<file path="src/rtl/hazard_sched_if.sv">
// Hazard scheduler bus: D/E/M stage hazard information in, stall and
// multiply/divide status out. The pipeline control side is the master,
// the scheduler is the slave.
interface hazard_sched_if;
  logic [4:0] D_rs_addr;
  logic [4:0] D_rt_addr;
  logic [1:0] D_Tuse_rs;
  logic [1:0] D_Tuse_rt;
  logic       D_is_md;
  logic [4:0] E_A3;
  logic [1:0] E_Tnew;
  logic [4:0] M_A3;
  logic [1:0] M_Tnew;
  logic       E_md_start;
  logic       E_md_op;
  logic       Stall;
  logic       E_RegE_Clr;
  logic       md_busy;
  logic       md_done;
  logic [3:0] md_cnt;
  logic       md_overlap_err;

  modport master (
    output D_rs_addr, D_rt_addr, D_Tuse_rs, D_Tuse_rt, D_is_md,
    output E_A3, E_Tnew, M_A3, M_Tnew, E_md_start, E_md_op,
    input  Stall, E_RegE_Clr, md_busy, md_done, md_cnt, md_overlap_err
  );

  modport slave (
    input  D_rs_addr, D_rt_addr, D_Tuse_rs, D_Tuse_rt, D_is_md,
    input  E_A3, E_Tnew, M_A3, M_Tnew, E_md_start, E_md_op,
    output Stall, E_RegE_Clr, md_busy, md_done, md_cnt, md_overlap_err
  );
endinterface

</file>
<file path="src/rtl/hazard_sched.sv">
// Central stall/flush scheduler for the 5-stage pipeline. Resolves
// register-read hazards with Tuse/Tnew against E and M, and sequences the
// multi-cycle multiply/divide unit, holding D-stage md instructions back
// until the unit is free.
module hazard_sched #(
  parameter int MULT_CYCLES = 5,
  parameter int DIV_CYCLES  = 10
) (
  input logic          Clk,
  input logic          Reset,
  hazard_sched_if.slave hs
);

  // The busy counter is 4 bits wide, so both latencies must fit in 1..15.
  generate
    if (MULT_CYCLES < 1 || MULT_CYCLES > 15) begin : g_bad_mult_cycles
      $error("hazard_sched: MULT_CYCLES must be in the range 1..15");
    end
    if (DIV_CYCLES < 1 || DIV_CYCLES > 15) begin : g_bad_div_cycles
      $error("hazard_sched: DIV_CYCLES must be in the range 1..15");
    end
  endgenerate

  localparam logic [3:0] MULT_LOAD = 4'(MULT_CYCLES);
  localparam logic [3:0] DIV_LOAD  = 4'(DIV_CYCLES);

  typedef enum logic {
    MD_IDLE = 1'b0,
    MD_BUSY = 1'b1
  } md_state_t;

  md_state_t  md_state_q, md_state_d;
  logic [3:0] md_cnt_q, md_cnt_d;
  logic       md_done_q, md_done_d;
  logic       md_err_q, md_err_d;

  logic       stall_rs;
  logic       stall_rt;
  logic       md_stall;
  logic       stall_any;

  // Multiply/divide sequencer registers; reset wins over any count in flight.
  always_ff @(posedge Clk) begin
    if (Reset) begin
      md_state_q <= MD_IDLE;
      md_cnt_q   <= 4'd0;
      md_done_q  <= 1'b0;
      md_err_q   <= 1'b0;
    end else begin
      md_state_q <= md_state_d;
      md_cnt_q   <= md_cnt_d;
      md_done_q  <= md_done_d;
      md_err_q   <= md_err_d;
    end
  end

  // Sequencer next state: load on start, count down while busy, pulse done on the last count.
  always_comb begin
    md_state_d = md_state_q;
    md_cnt_d   = md_cnt_q;
    md_done_d  = 1'b0;
    md_err_d   = md_err_q;
    case (md_state_q)
      MD_IDLE: begin
        if (hs.E_md_start) begin
          md_state_d = MD_BUSY;
          md_cnt_d   = hs.E_md_op ? DIV_LOAD : MULT_LOAD;
        end
      end
      MD_BUSY: begin
        if (hs.E_md_start) begin
          md_err_d = 1'b1;
        end
        if (md_cnt_q > 4'd1) begin
          md_cnt_d = md_cnt_q - 4'd1;
        end else begin
          md_cnt_d   = 4'd0;
          md_state_d = MD_IDLE;
          md_done_d  = 1'b1;
        end
      end
      default: begin
        md_state_d = MD_IDLE;
        md_cnt_d   = 4'd0;
      end
    endcase
  end

  // Stall decision: a source register still being produced too late for its use, or an md op that cannot enter the unit yet.
  always_comb begin
    stall_rs = (hs.D_rs_addr != 5'd0) &&
               (((hs.D_rs_addr == hs.E_A3) && (hs.E_Tnew > hs.D_Tuse_rs)) ||
                ((hs.D_rs_addr == hs.M_A3) && (hs.M_Tnew > hs.D_Tuse_rs)));
    stall_rt = (hs.D_rt_addr != 5'd0) &&
               (((hs.D_rt_addr == hs.E_A3) && (hs.E_Tnew > hs.D_Tuse_rt)) ||
                ((hs.D_rt_addr == hs.M_A3) && (hs.M_Tnew > hs.D_Tuse_rt)));
    md_stall  = hs.D_is_md && ((md_state_q == MD_BUSY) || hs.E_md_start);
    stall_any = !Reset && (stall_rs || stall_rt || md_stall);
  end

  assign hs.Stall          = stall_any;
  assign hs.E_RegE_Clr     = stall_any;
  assign hs.md_busy        = (md_state_q == MD_BUSY);
  assign hs.md_done        = md_done_q;
  assign hs.md_cnt         = md_cnt_q;
  assign hs.md_overlap_err = md_err_q;

endmodule

</file>
<file path="src/flat_wrapper.sv">
// flat-port wrapper written by rule: the top's interface ports become plain ports
module hazard_sched_flat 
#(
  parameter int MULT_CYCLES = 5,
  parameter int DIV_CYCLES  = 10
)
  (Clk, Reset, hs_D_rs_addr, hs_D_rt_addr, hs_D_Tuse_rs, hs_D_Tuse_rt, hs_D_is_md, hs_E_A3, hs_E_Tnew, hs_M_A3, hs_M_Tnew, hs_E_md_start, hs_E_md_op, hs_Stall, hs_E_RegE_Clr, hs_md_busy, hs_md_done, hs_md_cnt, hs_md_overlap_err);
  hazard_sched_if hs_i ();
  input logic Clk;
  input logic Reset;
  input wire logic [$bits(hs_i.D_rs_addr)-1:0] hs_D_rs_addr;
  input wire logic [$bits(hs_i.D_rt_addr)-1:0] hs_D_rt_addr;
  input wire logic [$bits(hs_i.D_Tuse_rs)-1:0] hs_D_Tuse_rs;
  input wire logic [$bits(hs_i.D_Tuse_rt)-1:0] hs_D_Tuse_rt;
  input wire logic [$bits(hs_i.D_is_md)-1:0] hs_D_is_md;
  input wire logic [$bits(hs_i.E_A3)-1:0] hs_E_A3;
  input wire logic [$bits(hs_i.E_Tnew)-1:0] hs_E_Tnew;
  input wire logic [$bits(hs_i.M_A3)-1:0] hs_M_A3;
  input wire logic [$bits(hs_i.M_Tnew)-1:0] hs_M_Tnew;
  input wire logic [$bits(hs_i.E_md_start)-1:0] hs_E_md_start;
  input wire logic [$bits(hs_i.E_md_op)-1:0] hs_E_md_op;
  output wire logic [$bits(hs_i.Stall)-1:0] hs_Stall;
  output wire logic [$bits(hs_i.E_RegE_Clr)-1:0] hs_E_RegE_Clr;
  output wire logic [$bits(hs_i.md_busy)-1:0] hs_md_busy;
  output wire logic [$bits(hs_i.md_done)-1:0] hs_md_done;
  output wire logic [$bits(hs_i.md_cnt)-1:0] hs_md_cnt;
  output wire logic [$bits(hs_i.md_overlap_err)-1:0] hs_md_overlap_err;
  assign hs_i.D_rs_addr = hs_D_rs_addr;
  assign hs_i.D_rt_addr = hs_D_rt_addr;
  assign hs_i.D_Tuse_rs = hs_D_Tuse_rs;
  assign hs_i.D_Tuse_rt = hs_D_Tuse_rt;
  assign hs_i.D_is_md = hs_D_is_md;
  assign hs_i.E_A3 = hs_E_A3;
  assign hs_i.E_Tnew = hs_E_Tnew;
  assign hs_i.M_A3 = hs_M_A3;
  assign hs_i.M_Tnew = hs_M_Tnew;
  assign hs_i.E_md_start = hs_E_md_start;
  assign hs_i.E_md_op = hs_E_md_op;
  assign hs_Stall = hs_i.Stall;
  assign hs_E_RegE_Clr = hs_i.E_RegE_Clr;
  assign hs_md_busy = hs_i.md_busy;
  assign hs_md_done = hs_i.md_done;
  assign hs_md_cnt = hs_i.md_cnt;
  assign hs_md_overlap_err = hs_i.md_overlap_err;
  hazard_sched #(.MULT_CYCLES(MULT_CYCLES), .DIV_CYCLES(DIV_CYCLES)) u_core (.Clk(Clk), .Reset(Reset), .hs(hs_i));
endmodule
</file>
<file path="config.mk">
export PLATFORM = sky130hd
export DESIGN_NAME = hazard_sched_flat
export DESIGN_NICKNAME = d
export VERILOG_FILES = /design/src/rtl/hazard_sched_if.sv /design/src/rtl/hazard_sched.sv /design/src/flat_wrapper.sv
export SDC_FILE = /design/constraint.sdc
export NUM_CORES = 1
export LEC_CHECK = 0
export ABC_AREA = 1
export CORE_MARGIN = 10
export CORE_UTILIZATION = 44
export CTS_CLUSTER_SIZE = 24
export DETAILED_ROUTE_END_ITERATION = 7
export PLACE_DENSITY = 0.93
export SYNTH_ARGS = -nofsm -noshare
export SYNTH_HDL_FRONTEND = slang
export SYNTH_SLANG_ARGS = --single-unit
</file>
<file path="constraint.sdc">
create_clock -name Clk -period 4.1 [get_ports Clk]
set_input_delay 0.82 -clock Clk [delete_from_list [all_inputs] [get_ports Clk]]
set_output_delay 0.82 -clock Clk [all_outputs]
set_load 0.03 [all_outputs]
</file>
# After elaboration in Yosys (flattened, before gate mapping)
# Index checks and enable logic that the tools add are counted.
# Widths: inputs -> output; s select.
# totals
reg_bits	7
out_inout_bits	9
input_bits	33
elab_cells	42
# classes
n_addsub	1
magnitude_cmp	5
bitwise	1
n_eq_ne	5
mux	8
reduce_logical	18
# op_table
operator	count
$eq 5x5->1	4
$mux 4	3
$reduce_bool 5->1	2
$gt 2x2->1	4
$logic_and 1x1->1	8
$pmux 4 s2	1
$logic_or 1x1->1	5
$gt 4x1->1 const B	1
$sub 4x1->4 const B	1
$mux 1	3
$ne 2x2->1 const B	1
$pmux 1 s2	1
$reduce_and 2->1	1
$reduce_or 2->1	1
$logic_not 1->1	1
$not 1->1	1

# Longest topological paths before layout
# depth
word_depth	7
ltp_mapped	14
mapped_depth_nobuf	13

# Worst setup path after synthesis
# OpenSTA, ideal clock, no wires.
# synth_path
path_kind	input to output
from	input port hs_D_Tuse_rt[1]
to	output port hs_Stall
t_arrival_ns	2.081
setup_slack_ns	1.199
t_required_ns	3.280
stages	14
n_path_buf	1
path_cell_list	inv_1 -> ha_1 -> nand2_1 -> inv_1 -> nor2_1 -> nand2_1 -> nor2_1 -> nand2_1 -> nand2_1 -> nand2_1 -> nand3_1 -> nand2_1 -> inv_1 -> buf_4
# synth_between
elab_chain_cells	7
word_cells_on_any_way	9
cone_classes	order compare (2); reduce/logical (7)
# synth_lines
element	line	rtl
start: declaration	flat_wrapper.sv:14	input wire logic [$bits(hs_i.D_Tuse_rt)-1:0] hs_D_Tuse_rt;
$gt 2x2->1, on equally long branches	hazard_sched.sv:95, hazard_sched.sv:96	
$logic_and 1x1->1, on equally long branches	hazard_sched.sv:95, hazard_sched.sv:96	
$logic_or 1x1->1 *	hazard_sched.sv:95	(((hs.D_rt_addr == hs.E_A3) && (hs.E_Tnew > hs.D_Tuse_rt)) ||
$logic_and 1x1->1 *	hazard_sched.sv:94	stall_rt = (hs.D_rt_addr != 5'd0) &&
$logic_or 1x1->1 * (2 in a row)	hazard_sched.sv:98	stall_any = !Reset && (stall_rs || stall_rt || md_stall);
$logic_and 1x1->1 *	hazard_sched.sv:98	
end: declaration	flat_wrapper.sv:22	output wire logic [$bits(hs_i.Stall)-1:0] hs_Stall;
# Every way passes the cells marked *; elsewhere a longest branch is shown, timed or not.

# Worst setup path in the final report
# layout_path
from	input port hs_E_Tnew[0]
to	output port hs_Stall
# layout_between
elab_chain_cells	7
word_cells_on_any_way	11
cone_classes	order compare (2); reduce/logical (9)
# layout_lines
element	line	rtl
start: declaration	flat_wrapper.sv:17	input wire logic [$bits(hs_i.E_Tnew)-1:0] hs_E_Tnew;
$gt 2x2->1, on equally long branches	hazard_sched.sv:92, hazard_sched.sv:95	
$logic_and 1x1->1, on equally long branches	hazard_sched.sv:92, hazard_sched.sv:95	
$logic_or 1x1->1, on equally long branches	hazard_sched.sv:92, hazard_sched.sv:95	
$logic_and 1x1->1, on equally long branches	hazard_sched.sv:91, hazard_sched.sv:94	
$logic_or 1x1->1 * (2 in a row)	hazard_sched.sv:98	
$logic_and 1x1->1 *	hazard_sched.sv:98	
# Marked as above.

==> impl_metrics.csv <==
group,metric,value,unit
run_status,status,"completed",
global_route,use_met1,14.0,%
die,die_w,65.7,um
critical_path,arrival,2.96,ns
die,die-area,4320,um2
timing,fin_crit,3.78,ns
synth,synth.distinct_cells,16,
clocking,post-cts-setup-buffer-count,0,
layout,fillers,160,
placement,placed_cell_area,1360,um2
synth,ys_ff_latch,7,
placement,place_hpwl,2340,um
clocking,cts-resized-gates,0,
die,ios,42,
global_route,grt-ovfl-total,0,
pwr,power_density,221,nW/um2
layout,layout-drive-gt1-share,5.19,%
route,ant_nets,0,
timing,tightest_slew,0.341,ns
critical_path,cp_max_fo,2,
timing,tns,0,ns
layout,final_cell_area,1380,um2
critical_path,critical_path_required,3.28,ns
critical_path,worst-setup-path-type,"input pin to output port",
clocking,clkSinkCount,7,
die,start_util,46.4,%
layout,n_antenna_cell,0,
synth,synth_nets,211,
route,vias_per_cell,4.67,
pwr,leakagePower,0.747,nW
route,drt_wl_total,2690,um
route,wire_per_inst,11.3,um
clocking,hold_buffers,0,
synth,synth_seq_area_share,15.2,%
synth,synth_commonest_cells,"58 x nand2_1, 31 x inv_1, 19 x nor2_1",
route,drc,0,
global_route,grt_pass1_vias,1016,
clocking,cts_tree,"done",
timing,finalHoldViolCount,0,
clocking,path_clk_slew,0.05,ns
synth,async_flop_share,0,%
placement,portBuffers,41,
global_route,grt_max_degree,7,
synth,yosys.area.top_type,"nand2_1",
synth,syn_avg_cell_area,5.47,um2
synth,ys.flop_type,"dfxtp_1",
timing,rsz0062_at_grt,"false",
timing,setup_ws,0.323,ns
synth,synth_top_area_share,23.7,%
global_route,antenna_found_initial,0,
synth,synthCells,168,
timing,slew_headroom,77.2,%
synth,yosysWarnings,0,
pwr,peakVddDrop,0.202,mV
timing,min_period_over_period,92.1,%
route,num_vias,1117,
timing,clock_skew,0.000486,ns
clocking,cts_buffers,3,
die,die_height,65.7,um
route,first_iter_violations,29,
global_route,top_usage_layer,"met2",
flow_run,cap_violations,0,
critical_path,startpoint_type,"input pin",
global_route,gr-usage-met2,20.5,%
critical_path,end_kind,"output port",
synth,synth_edf_count,0,
global_route,track_usage,11.9,%
layout,area_growth,50.3,%
synth,synth_area,920,um2
global_route,grt_use_met3,3.22,%
clocking,cts_root_buffer,"clkbuf_4",
placement,place_ws,0.328,ns
synth,synth_most_common_cell,"nand2_1",
timing,whs,0.482,ns
global_route,grt_pass1_wl,4200,um
timing,max_clock_freq,265,MHz
timing,slew_violations,0,
clocking,clock_latency,0.26,ns
timing,setup_viol,0,
die,rows,16,
clocking,cts_max_level,1,
synth,yosys-top-cells-area,"nand2_1 24%, dfxtp_1 15%, ha_1 14%",
die,core_area,1980,um2
clocking,cts_buffer_depth,2,
layout,utilization,69.8,%
placement,place.gp.congestion,0.887,
route,dr.pass1.iters,4,
worst_hold_path,hp-class,"flip-flop to flip-flop",
layout,nets,256,
-- stage by stage --
step | cells | total power, W
2_1_floorplan | 168 | 0.000170
3_3_place_gp | 235 | 0.000237
3_5_place_dp | 235 | 0.000240
4_1_cts | 239 | 0.000307
5_1_grt | 239 | 0.000328
6_report | 239 | 0.000305
-- final cells by class --
class                           instances  area, um2  area share (%)
Multi-Input combinational cell        122        629            45.5
Timing Repair Buffer                   41        410            29.7
Sequential cell                         7        140            10.1
Clock buffer                            4       26.3            1.90
Tap cell                               27       33.8            2.44
Inverter                               38        143            10.3
-- worst max-delay path, stage by stage --
cell and delay, ns:
clkdlybuf4s50_1 0.46, inv_1 0.06, ha_1 0.29, nand2_1 0.07
inv_1 0.04, nor2_1 0.09, nand2_1 0.06, nor2_1 0.08
nand2_1 0.05, nand2_1 0.05, nand2_1 0.04, nand3_1 0.06
nand2_1 0.05, inv_1 0.06, clkdlybuf4s50_1 0.69
-- power breakdown --
part	switching, W	internal [W]	leakage [nW]
sequential	0.00000690	0.0000750	0.0580
combinational	0.0000837	0.0000742	0.674
clock	0.0000281	0.0000373	0.0150
-- state kept, by name, summed over array words and instances, names as in the netlist --
| name | flops |
|---|---|
| u_core.hs.md_cnt | 4 |
| u_core.hs.md_busy | 1 |
| u_core.hs.md_done | 1 |
| u_core.hs.md_overlap_err | 1 |
-- cell usage in the layout, fill, tap and decap left out --
master | netlist | layout
inv_1 | 31 | 31
nor2_4 | 1 | 1
inv_2 | 6 | 6
a221oi_1 | 2 | 2
xor2_1 | 6 | 6
o21ai_0 | 3 | 3
nand3_1 | 12 | 12
o21ai_2 | 1 | 1
clkbuf_4 | 0 | 3
clkinv_1 | 1 | 1
nor2_1 | 19 | 19
ha_1 | 10 | 10
nor3_1 | 3 | 3
nand2_1 | 58 | 58
dfxtp_1 | 7 | 7
a21oi_1 | 7 | 7
clkdlybuf4s50_1 | 0 | 41
clkbuf_1 | 0 | 1
-- per-layer routing --
metal	wire length, um	vias up
met5	0	-
met4	30	0
met3	165	4
met2	1310	43
met1	1190	471
li1	-	599
-- cell families (layout without fill, tap and decap cells) --
family                   after synthesis  after routing  share of synthesized area [%]
AO/OA/AOI/OAI                         13             13                           8.30
XOR/XNOR                               6              6                           5.71
adder cells (fa/ha/maj)               10             10                           13.6
buffers and inverters                 39             83                           16.3
flip-flops                             7              7                           15.2
AND/OR/NAND/NOR                       93             93                           40.8
-- final timing paths --
path / from / endpoint / slack, ns / cells past startpoint
setup reg to reg: u_core.hs.md_cnt[0] / u_core.hs.md_cnt[0] / 2.65 / 7
hold / removal: u_core.hs.md_overlap_err / u_core.hs.md_overlap_err / 0.48 / 2
hold reg to reg: u_core.hs.md_overlap_err / u_core.hs.md_overlap_err / 0.48 / 2
setup / recovery: hs_E_Tnew[0] / hs_Stall / 0.32 / 15
(Power assumes the default switching activity.)
